### src/rtl/mem_wb_multi_pkg.sv
// Shared constants and stage-mode decode for the multi-lane MEM->WB register.
package mem_wb_multi_pkg;

  localparam logic        RstEnable    = 1'b1;
  localparam logic        Stop         = 1'b1;
  localparam logic        NoStop       = 1'b0;
  localparam logic        WriteDisable = 1'b0;
  localparam int unsigned ZeroWord     = 0;
  localparam int unsigned NOPRegAddr   = 0;

  typedef enum logic [1:0] {
    MODE_CLEAR,
    MODE_BUBBLE,
    MODE_ADVANCE,
    MODE_HOLD
  } wb_mode_e;

  // rst is handled separately by each register; this covers flush > bubble > advance > hold
  function automatic wb_mode_e decode_mode(input logic flush, input logic stop_here,
                                           input logic stop_down);
    if (flush)                                         return MODE_CLEAR;
    else if (stop_here == Stop && stop_down == NoStop) return MODE_BUBBLE;
    else if (stop_here == NoStop)                      return MODE_ADVANCE;
    else                                               return MODE_HOLD;
  endfunction

endpackage

### src/rtl/mem_wb_multi_if.sv
// Write-back bundle bus: LANES packed lanes of GPR and HI/LO write fields.
interface mem_wb_multi_if #(
  parameter int unsigned LANES  = 2,
  parameter int unsigned DATA_W = 32,
  parameter int unsigned ADDR_W = 5
);
  logic [LANES*ADDR_W-1:0] wd;
  logic [LANES-1:0]        wreg;
  logic [LANES*DATA_W-1:0] wdata;
  logic [LANES-1:0]        whilo;
  logic [LANES*DATA_W-1:0] hi;
  logic [LANES*DATA_W-1:0] lo;

  modport master (output wd, wreg, wdata, whilo, hi, lo);
  modport slave  (input  wd, wreg, wdata, whilo, hi, lo);
endinterface

### src/rtl/mem_wb_multi_lane.sv
// One write-back lane register with its own clear/capture/hold priority mux.
module mem_wb_lane
  import mem_wb_multi_pkg::*;
#(
  parameter int unsigned DATA_W = 32,
  parameter int unsigned ADDR_W = 5
) (
  input  logic              clk,
  input  logic              rst,
  input  wb_mode_e          i_mode,
  input  logic [ADDR_W-1:0] i_wd,
  input  logic              i_wreg,
  input  logic [DATA_W-1:0] i_wdata,
  input  logic              i_whilo,
  input  logic [DATA_W-1:0] i_hi,
  input  logic [DATA_W-1:0] i_lo,
  input  logic              i_kill_wreg,
  input  logic              i_kill_whilo,
  output logic [ADDR_W-1:0] o_wd,
  output logic              o_wreg,
  output logic [DATA_W-1:0] o_wdata,
  output logic              o_whilo,
  output logic [DATA_W-1:0] o_hi,
  output logic [DATA_W-1:0] o_lo
);

  logic [ADDR_W-1:0] r_wd;
  logic              r_wreg;
  logic [DATA_W-1:0] r_wdata;
  logic              r_whilo;
  logic [DATA_W-1:0] r_hi;
  logic [DATA_W-1:0] r_lo;

  always_ff @(posedge clk) begin
    if (rst == RstEnable || i_mode == MODE_CLEAR || i_mode == MODE_BUBBLE) begin
      r_wd    <= ADDR_W'(NOPRegAddr);
      r_wreg  <= WriteDisable;
      r_wdata <= DATA_W'(ZeroWord);
      r_whilo <= WriteDisable;
      r_hi    <= DATA_W'(ZeroWord);
      r_lo    <= DATA_W'(ZeroWord);
    end else if (i_mode == MODE_ADVANCE) begin
      r_wd    <= i_wd;
      r_wreg  <= i_wreg & ~i_kill_wreg;
      r_wdata <= i_wdata;
      r_whilo <= i_whilo & ~i_kill_whilo;
      r_hi    <= i_hi;
      r_lo    <= i_lo;
    end
  end

  assign o_wd    = r_wd;
  assign o_wreg  = r_wreg;
  assign o_wdata = r_wdata;
  assign o_whilo = r_whilo;
  assign o_hi    = r_hi;
  assign o_lo    = r_lo;

endmodule

### src/rtl/mem_wb_multi.sv
// Multi-lane MEM->WB pipeline register with conflict resolution and MEM wait counter.
// Optional perf counters (perf_bubble, perf_kill) enabled by defining MEM_WB_PERF_EN.
module mem_wb_multi
  import mem_wb_multi_pkg::*;
#(
  parameter int unsigned LANES   = 2,
  parameter int unsigned DATA_W  = 32,
  parameter int unsigned ADDR_W  = 5,
  parameter int unsigned STALL_W = 6,
  parameter int unsigned STAGE   = 4,
  parameter int unsigned CNT_W   = 2
) (
  input  logic               clk,
  input  logic               rst,
  input  logic [STALL_W-1:0] stall,
  input  logic               flush,
  mem_wb_multi_if.slave      i_mem,
  mem_wb_multi_if.master     o_wb,
  output logic [CNT_W-1:0]   cnt_o,
  output logic               cnt_sat
`ifdef MEM_WB_PERF_EN
  ,
  output logic [31:0]        perf_bubble,
  output logic [31:0]        perf_kill
`endif
);

  wb_mode_e         w_mode;
  logic [LANES-1:0] w_kill_wreg;
  logic [LANES-1:0] w_kill_whilo;
  logic [CNT_W-1:0] r_cnt;

  assign w_mode = decode_mode(flush, stall[STAGE], stall[STAGE+1]);

  // Younger lanes win: an older lane's enable is dropped if any younger lane writes the same target.
  always_comb begin
    w_kill_wreg  = '0;
    w_kill_whilo = '0;
    for (int unsigned i = 0; i < LANES; i++) begin
      if (i_mem.wd[i*ADDR_W +: ADDR_W] == ADDR_W'(NOPRegAddr)) w_kill_wreg[i] = 1'b1;
      for (int unsigned j = i + 1; j < LANES; j++) begin
        if (i_mem.wreg[j] && i_mem.wd[j*ADDR_W +: ADDR_W] == i_mem.wd[i*ADDR_W +: ADDR_W])
          w_kill_wreg[i] = 1'b1;
        if (i_mem.whilo[j]) w_kill_whilo[i] = 1'b1;
      end
    end
  end

  always_ff @(posedge clk) begin
    if (rst == RstEnable) begin
      r_cnt <= '0;
    end else begin
      case (w_mode)
        MODE_CLEAR, MODE_ADVANCE: r_cnt <= '0;
        MODE_BUBBLE:              if (r_cnt != '1) r_cnt <= r_cnt + CNT_W'(1);
        default:                  r_cnt <= r_cnt;
      endcase
    end
  end

  assign cnt_o   = r_cnt;
  assign cnt_sat = &r_cnt;

  for (genvar g = 0; g < LANES; g++) begin : g_lane
    mem_wb_lane #(
      .DATA_W(DATA_W),
      .ADDR_W(ADDR_W)
    ) u_lane (
      .clk          (clk),
      .rst          (rst),
      .i_mode       (w_mode),
      .i_wd         (i_mem.wd[g*ADDR_W +: ADDR_W]),
      .i_wreg       (i_mem.wreg[g]),
      .i_wdata      (i_mem.wdata[g*DATA_W +: DATA_W]),
      .i_whilo      (i_mem.whilo[g]),
      .i_hi         (i_mem.hi[g*DATA_W +: DATA_W]),
      .i_lo         (i_mem.lo[g*DATA_W +: DATA_W]),
      .i_kill_wreg  (w_kill_wreg[g]),
      .i_kill_whilo (w_kill_whilo[g]),
      .o_wd         (o_wb.wd[g*ADDR_W +: ADDR_W]),
      .o_wreg       (o_wb.wreg[g]),
      .o_wdata      (o_wb.wdata[g*DATA_W +: DATA_W]),
      .o_whilo      (o_wb.whilo[g]),
      .o_hi         (o_wb.hi[g*DATA_W +: DATA_W]),
      .o_lo         (o_wb.lo[g*DATA_W +: DATA_W])
    );
  end

`ifdef MEM_WB_PERF_EN
  logic [31:0] r_perf_bubble;
  logic [31:0] r_perf_kill;
  logic [31:0] w_kill_cnt;

  always_comb begin
    w_kill_cnt = '0;
    for (int unsigned i = 0; i < LANES; i++)
      if ((i_mem.wreg[i] && w_kill_wreg[i]) || (i_mem.whilo[i] && w_kill_whilo[i]))
        w_kill_cnt = w_kill_cnt + 32'd1;
  end

  always_ff @(posedge clk) begin
    if (rst == RstEnable) begin
      r_perf_bubble <= '0;
      r_perf_kill   <= '0;
    end else begin
      if (w_mode == MODE_BUBBLE)  r_perf_bubble <= r_perf_bubble + 32'd1;
      if (w_mode == MODE_ADVANCE) r_perf_kill   <= r_perf_kill + w_kill_cnt;
    end
  end

  assign perf_bubble = r_perf_bubble;
  assign perf_kill   = r_perf_kill;
`endif

endmodule

### src/flat_wrapper.sv
// flat-port wrapper written by rule: the top's interface ports become plain ports
module mem_wb_multi_flat import mem_wb_multi_pkg::*;
#(
  parameter int unsigned LANES   = 2,
  parameter int unsigned DATA_W  = 32,
  parameter int unsigned ADDR_W  = 5,
  parameter int unsigned STALL_W = 6,
  parameter int unsigned STAGE   = 4,
  parameter int unsigned CNT_W   = 2
)
  (clk, rst, stall, flush, cnt_o, cnt_sat, i_mem_wd, i_mem_wreg, i_mem_wdata, i_mem_whilo, i_mem_hi, i_mem_lo, o_wb_wd, o_wb_wreg, o_wb_wdata, o_wb_whilo, o_wb_hi, o_wb_lo);
  mem_wb_multi_if #(.LANES(LANES), .DATA_W(DATA_W), .ADDR_W(ADDR_W)) i_mem_i ();
  mem_wb_multi_if #(.LANES(LANES), .DATA_W(DATA_W), .ADDR_W(ADDR_W)) o_wb_i ();
  input  logic clk;
  input  logic rst;
  input  logic [STALL_W-1:0] stall;
  input  logic flush;
  output logic [CNT_W-1:0] cnt_o;
  output logic cnt_sat;
  input wire logic [$bits(i_mem_i.wd)-1:0] i_mem_wd;
  input wire logic [$bits(i_mem_i.wreg)-1:0] i_mem_wreg;
  input wire logic [$bits(i_mem_i.wdata)-1:0] i_mem_wdata;
  input wire logic [$bits(i_mem_i.whilo)-1:0] i_mem_whilo;
  input wire logic [$bits(i_mem_i.hi)-1:0] i_mem_hi;
  input wire logic [$bits(i_mem_i.lo)-1:0] i_mem_lo;
  output wire logic [$bits(o_wb_i.wd)-1:0] o_wb_wd;
  output wire logic [$bits(o_wb_i.wreg)-1:0] o_wb_wreg;
  output wire logic [$bits(o_wb_i.wdata)-1:0] o_wb_wdata;
  output wire logic [$bits(o_wb_i.whilo)-1:0] o_wb_whilo;
  output wire logic [$bits(o_wb_i.hi)-1:0] o_wb_hi;
  output wire logic [$bits(o_wb_i.lo)-1:0] o_wb_lo;
  assign i_mem_i.wd = i_mem_wd;
  assign i_mem_i.wreg = i_mem_wreg;
  assign i_mem_i.wdata = i_mem_wdata;
  assign i_mem_i.whilo = i_mem_whilo;
  assign i_mem_i.hi = i_mem_hi;
  assign i_mem_i.lo = i_mem_lo;
  assign o_wb_wd = o_wb_i.wd;
  assign o_wb_wreg = o_wb_i.wreg;
  assign o_wb_wdata = o_wb_i.wdata;
  assign o_wb_whilo = o_wb_i.whilo;
  assign o_wb_hi = o_wb_i.hi;
  assign o_wb_lo = o_wb_i.lo;
  mem_wb_multi #(.LANES(LANES), .DATA_W(DATA_W), .ADDR_W(ADDR_W), .STALL_W(STALL_W), .STAGE(STAGE), .CNT_W(CNT_W)) u_core (.clk(clk), .rst(rst), .stall(stall), .flush(flush), .i_mem(i_mem_i), .o_wb(o_wb_i), .cnt_o(cnt_o), .cnt_sat(cnt_sat));
endmodule
### config.mk
export PLATFORM = sky130hd
export DESIGN_NAME = mem_wb_multi_flat
export DESIGN_NICKNAME = d
export VERILOG_FILES = /design/src/rtl/mem_wb_multi_pkg.sv /design/src/rtl/mem_wb_multi_if.sv /design/src/rtl/mem_wb_multi_lane.sv /design/src/rtl/mem_wb_multi.sv /design/src/flat_wrapper.sv
export SDC_FILE = /design/constraint.sdc
export NUM_CORES = 1
export LEC_CHECK = 0
export ABC_CLOCK_PERIOD_IN_PS = 1100
export CAP_MARGIN = 20
export CORE_ASPECT_RATIO = 0.6
export CORE_MARGIN = 2
export CORE_UTILIZATION = 34
export CTS_CLUSTER_DIAMETER = 50
export CTS_CLUSTER_SIZE = 28
export DETAILED_ROUTE_END_ITERATION = 7
export PLACE_DENSITY = 0.85
export SLEW_MARGIN = 20
export SYNTH_ARGS = -nofsm -noshare
export SYNTH_HDL_FRONTEND = slang
export SYNTH_SLANG_ARGS = --single-unit
### constraint.sdc
create_clock -name clk -period 1.1 [get_ports clk]
set_input_delay 0.22 -clock clk [delete_from_list [all_inputs] [get_ports clk]]
set_output_delay 0.22 -clock clk [all_outputs]
set_load 0.005 [all_outputs]
Word level (Yosys, flattened, before mapping):

Index checks and enable logic that the tools add are counted.

* bits in registers: 208
* word-level logic and storage cells: 46

* add/sub/neg operators: 1
* equality and inequality tests: 5
* mux-type cells: 9
* bitwise operators: 7
* reduce and logical (&&, ||, !) cells: 11

Operator list (count)
* $logic_not 5->1: 2
* $mux 2: 3
* $eq 5x5->1: 1
* $mux 1: 5
* $not 1->1: 4
* $pmux 2 s2: 1
* $reduce_and 2->1: 2
* $and 1x1->1: 3
* $add 2x1->2 const B: 1
* $eq 2x1->1 const B: 1
* $eq 2x2->1 const B: 1
* $logic_and 1x1->1: 2
* $logic_not 2->1: 1
* $logic_or 1x1->1: 2
* $ne 2x1->1 const B: 1
* $ne 2x2->1 const B: 1
* $reduce_bool 2->1: 1
* $reduce_or 2->1: 1

Depth between registers and ports, before layout:

* depth in word-level cells: 8
* depth in mapped cells: 6

Hierarchy:

A second synthesis with hierarchy kept.

* cells, all modules: 695
* area total of the unflattened synthesis: 7638.6 um^2

Modules (own cells, without submodules)
* mem_wb_lane: times used 2, cells an instance 335, area an instance 3724.8 um^2, sequential area each 2062.0 um^2
* mem_wb_multi: times used 1, cells an instance 25, area an instance 188.9 um^2, sequential area each 40.0 um^2

Worst setup path after synthesis:

Ideal clock, no wire load.

* path kind: in2reg
* from: input flush
* to: register u_core.g_lane[1].u_lane.r_hi[0]
* arrival: 0.969 ns
* data required time: 0.984 ns
* path slack: 0.015 ns
* stages: 6
* buffers on the path: 3
* cells stage by stage: or2_1 > buf_4 > buf_6 > buf_4 > nand2_1 > a21oi_1

* longest elaborated chain between the ends: 4
* elaborated cells between the ends (all ways): 6
* those cells by class: 2 x eq/ne; 1 x mux; 3 x reduce/logical

RTL lines
* start, declared: RTL line flat_wrapper.sv:17 `input logic flush;`
* $mux 2 *: RTL line mem_wb_multi_pkg.sv:21 `if (flush) return MODE_CLEAR;`
* $logic_not 2->1: RTL line mem_wb_multi_lane.sv:35 `if (rst == RstEnable || i_mode == MODE_CLEAR || i_mode == MODE_BUBBLE) begin`
* $logic_or 1x1->1 (2 in series): RTL line mem_wb_multi_lane.sv:35
* end signal, assigned: RTL line mem_wb_multi_lane.sv:40 `r_hi <= DATA_W'(ZeroWord);`
* end signal, assigned: RTL line mem_wb_multi_lane.sv:47 `r_hi <= i_hi;`
* end, declared: RTL line mem_wb_multi_lane.sv:31 `logic [DATA_W-1:0] r_hi;`

Mark *: on every way between the ends. The rest lies on a longest branch, timed or not.
A chain may end at the register's enable or synchronous reset.

Worst setup path in the final report:

* from: register u_core.r_cnt[1], in the netlist u_core.cnt_o[1]
* to: output cnt_sat

* longest elaborated chain between the ends: 1

RTL lines
* start, declared: RTL line mem_wb_multi.sv:31 `logic [CNT_W-1:0] r_cnt;`
* start signal, assigned: RTL line mem_wb_multi.sv:55 `MODE_BUBBLE: if (r_cnt != '1) r_cnt <= r_cnt + CNT_W'(1);`
* start signal, assigned: RTL line mem_wb_multi.sv:56 `default: r_cnt <= r_cnt;`
* $reduce_and 2->1: RTL line mem_wb_multi.sv:62 `assign cnt_sat = &r_cnt;`
* end, declared: RTL line flat_wrapper.sv:19 `output logic cnt_sat;`

Every way passes these cells.

==> metrics.md <==
| Metric | Value |
|---|---|
| # IOs | `424` |
| Clock power frac | `33.7%` |
| Synth top area cells | `dfxtp_1, nand2_1, a21oi_1, buf_4, buf_6` |
| Flops & latches, synth | `208` |
| Post-synth cell types | `24` |
| Min cycle time layout | `1.31 ns` |
| Mapped Cells | `921` |
| Gp weighted congestion | `0.835` |
| Setup Skew | `0.00000633 ns` |
| Yosys warns | `0` |
| Fin crit share | `120%` |
| Number of inserted diodes | `0` |
| DR WL/cell | `16.5 microns` |
| Pwr Total | `14.8 mW` |
| Via density per instance | `4.75` |
| Comb power frac | `13.9%` |
| Worst Path Arrival | `1.09 ns` |
| Cell Area, Placed | `0.0122 sq mm` |
| Drt drc | `0` |
| Setup ws final | `-0.215 ns` |
| Hold Violations, Final | `0` |
| Dominant synthesized flop cell | `dfxtp_1` |
| Switch share | `24.4%` |
| Vias in the first global route | `7,858` |
| Initial antenna violation count | `0` |
| Nets | `1,607` |
| Placed cell count | `1,615` |
| Worst slew margin | `79.8%` |
| Grt total ovfl | `0` |
| Syn avg cell area | `8.04 sq um` |
| Total track usage | `22.4%` |
| Post-DRT Antenna Nets | `0` |
| Initial Utilization | `34.9%` |
| Final core occ | `62.0%` |
| CTS buffer count | `13` |
| Synth top area share | `56.2%` |
| Slew @ Worst Pin | `0.301 ns` |
| Placement Setup Slack | `-0.670 ns` |
| Finished Cell Area | `0.0131 sq mm` |
| Worst-path fanout max | `2` |
| Clock Sinks | `208` |
| Leading area contributor after synthesis | `dfxtp_1` |
| Commonest cells in the netlist | `nand2_1, a21oi_1, dfxtp_1` |
| Filler cell count | `1,678` |
| Layout cells sized above 1 | `39.6%` |
| Clk pin slew, worst setup/hold paths | `0.10 ns` |
| Site Rows | `41` |
| Post-DP HPWL | `19.8 mm` |
| EDFF count, synth | `0` |
| Largest net degree at the start of global routing | `54` |
| Top-count cell post-synth | `nand2_1` |
| Sequential cell area fraction in the yosys report | `56.2%` |
| Switch Pwr | `3.62 mW` |
| Ys async rst share | `0%` |
| Worst hold path type | `in2reg` |
| Register share of total power | `52.4%` |
| CTS max path bufs | `3` |
| Worst setup path class | `reg2out` |
| Port bufs | `419` |
| Mapped Nets | `1,137` |
| Startpoint types | `flop` |
| Slew Viols, Final | `0` |
| Fmax | `0.760 GHz` |
| First-pass GRT wire length | `41.7 mm` |
| Layout area overhead | `77.3%` |
| Worst skew pair latency | `0.48 ns` |
| Worst endpoint required time | `0.88 ns` |
| DRT Wirelength | `27.6 mm` |
| Die W | `195 microns` |
| Final Non-Filler Cells | `1,677` |
| Pre-Repair DR Iteration Count | `5` |
| Mapped cell area | `0.00740 sq mm` |
| Pwr Density | `1130 mW/mm^2` |
| Internal power | `11.2 mW` |
| Via Count | `7,970` |
| Failing checks | `negative setup slack` |
| Hold_buf cts | `0` |
| CTS tree | `yes` |
| Die ar. | `0.0230 sq mm` |
| Root Buffer | `clkbuf_16` |
| Initial DRC count | `390` |
| Die Ht | `118 microns` |
| RSZ-0062 raised after global routing | `yes` |
| CP Capture Type | `output pin` |
| CTS H-tree depth | `1` |
| VDD IR-drop max | `1.15 mV` |
| Result of the run | `finished with violations` |
| LEAKAGE | `5.29 nW` |
| Core area | `0.0212 sq mm` |
| Setup violations, final | `209` |
| Max_cap viols | `0` |
## through the flow
step	hold WS [ns]	TNS (ns)
after global placement	0.437	-112.12
final	0.200	-8.37
after CTS	0.169	-12.50
after floorplan	0.355	0
after detailed placement	0.444	-123.55
after global routing	0.191	-15.84
## worst max-delay path, cell delays in order, from the launching register on
cell and delay [ns]:
dfxtp_2 0.35, ha_4 0.16, buf_6 0.11
## flip-flops by register name, summed over array words and instances, names as in the netlist
register	flops
u_core.g_lane.u_lane.o_hi	64
u_core.g_lane.u_lane.o_lo	64
u_core.g_lane.u_lane.o_wdata	64
u_core.g_lane.u_lane.o_wd	10
u_core.cnt_o	2
u_core.g_lane.u_lane.o_whilo	2
u_core.g_lane.u_lane.o_wreg	2
## power by group through the flow
| stage | Sequential [mW] | Clock, mW | Combinational (mW) |
|---|---|---|---|
| final | 7.76 | 4.99 | 2.06 |
| after global routing | 7.78 | 5.40 | 2.21 |
| after CTS | 7.76 | 5.08 | 2.02 |
| after detailed placement | 7.90 | 0 | 2.03 |
| after global placement | 7.89 | 0 | 2.00 |
| after floorplan | 7.91 | 0 | 0.630 |
## worst paths after layout
check	start	end	slack [ns]	cells past startpoint
worst max-delay path	u_core.cnt_o[1]	cnt_sat	-0.21	2
worst min-delay path	i_mem_wd[3]	u_core.g_lane[0].u_lane.o_wd[3]	0.20	4
worst max register to register	u_core.cnt_o[1]	u_core.cnt_o[0]	0.08	5
worst min register to register	u_core.g_lane[1].u_lane.o_hi[5]	u_core.g_lane[1].u_lane.o_hi[5]	0.45	2
## final cells by class
type	instances	area (sq um)	share of cell area [%]
timing repair buffer	526	5180	39.4
sequential	208	4420	33.7
multi-input combinational	641	2780	21.2
tap	279	349	2.66
clock buffer	14	329	2.51
clock inverter	8	62.6	0.477
inverter	1	3.75	0.0286
## placed cells by master, fill, tap and decap left out, types with 2 or more instances in the layout
| cell type | n |
|---|---|
| a21oi_1 | 206 |
| nor2_4 | 2 |
| and3_1 | 2 |
| xnor2_1 | 2 |
| buf_12 | 22 |
| dlygate4sd2_1 | 5 |
| nor2_1 | 2 |
| xor2_1 | 4 |
| clkinv_2 | 2 |
| a21oi_2 | 2 |
| nor3_1 | 2 |
| buf_4 | 85 |
| clkinvlp_4 | 2 |
| buf_2 | 57 |
| dlymetal6s2s_1 | 2 |
| inv_6 | 3 |
| clkbuf_16 | 13 |
| nand2_1 | 410 |
| clkdlybuf4s50_1 | 203 |
| buf_6 | 152 |
| dfxtp_2 | 208 |
## logic make-up after synthesis
kind of cell	share of synthesized area [%]
XOR/XNOR	0.710
AO/OA/AOI/OAI	14.3
AND/OR/NAND/NOR	21.8
flip-flops	56.2
buffers and inverters	6.69
adder cells (fa/ha/maj)	0.169
## repair_timing
action / 4_1_cts / 5_1_grt
gates resized for setup: 1178 / 33
endpoints found under the setup margin: 414 / 214
buffers inserted: 25 / 15
pin swaps: 6 / 2
## per-layer routing
metal  track usage (%)  wire, microns
met5                 0              0
met4              7.88            973
met3              6.68           2190
met2              39.6          13600
met1              25.6          10800
Power figures use the tool's default switching activity.
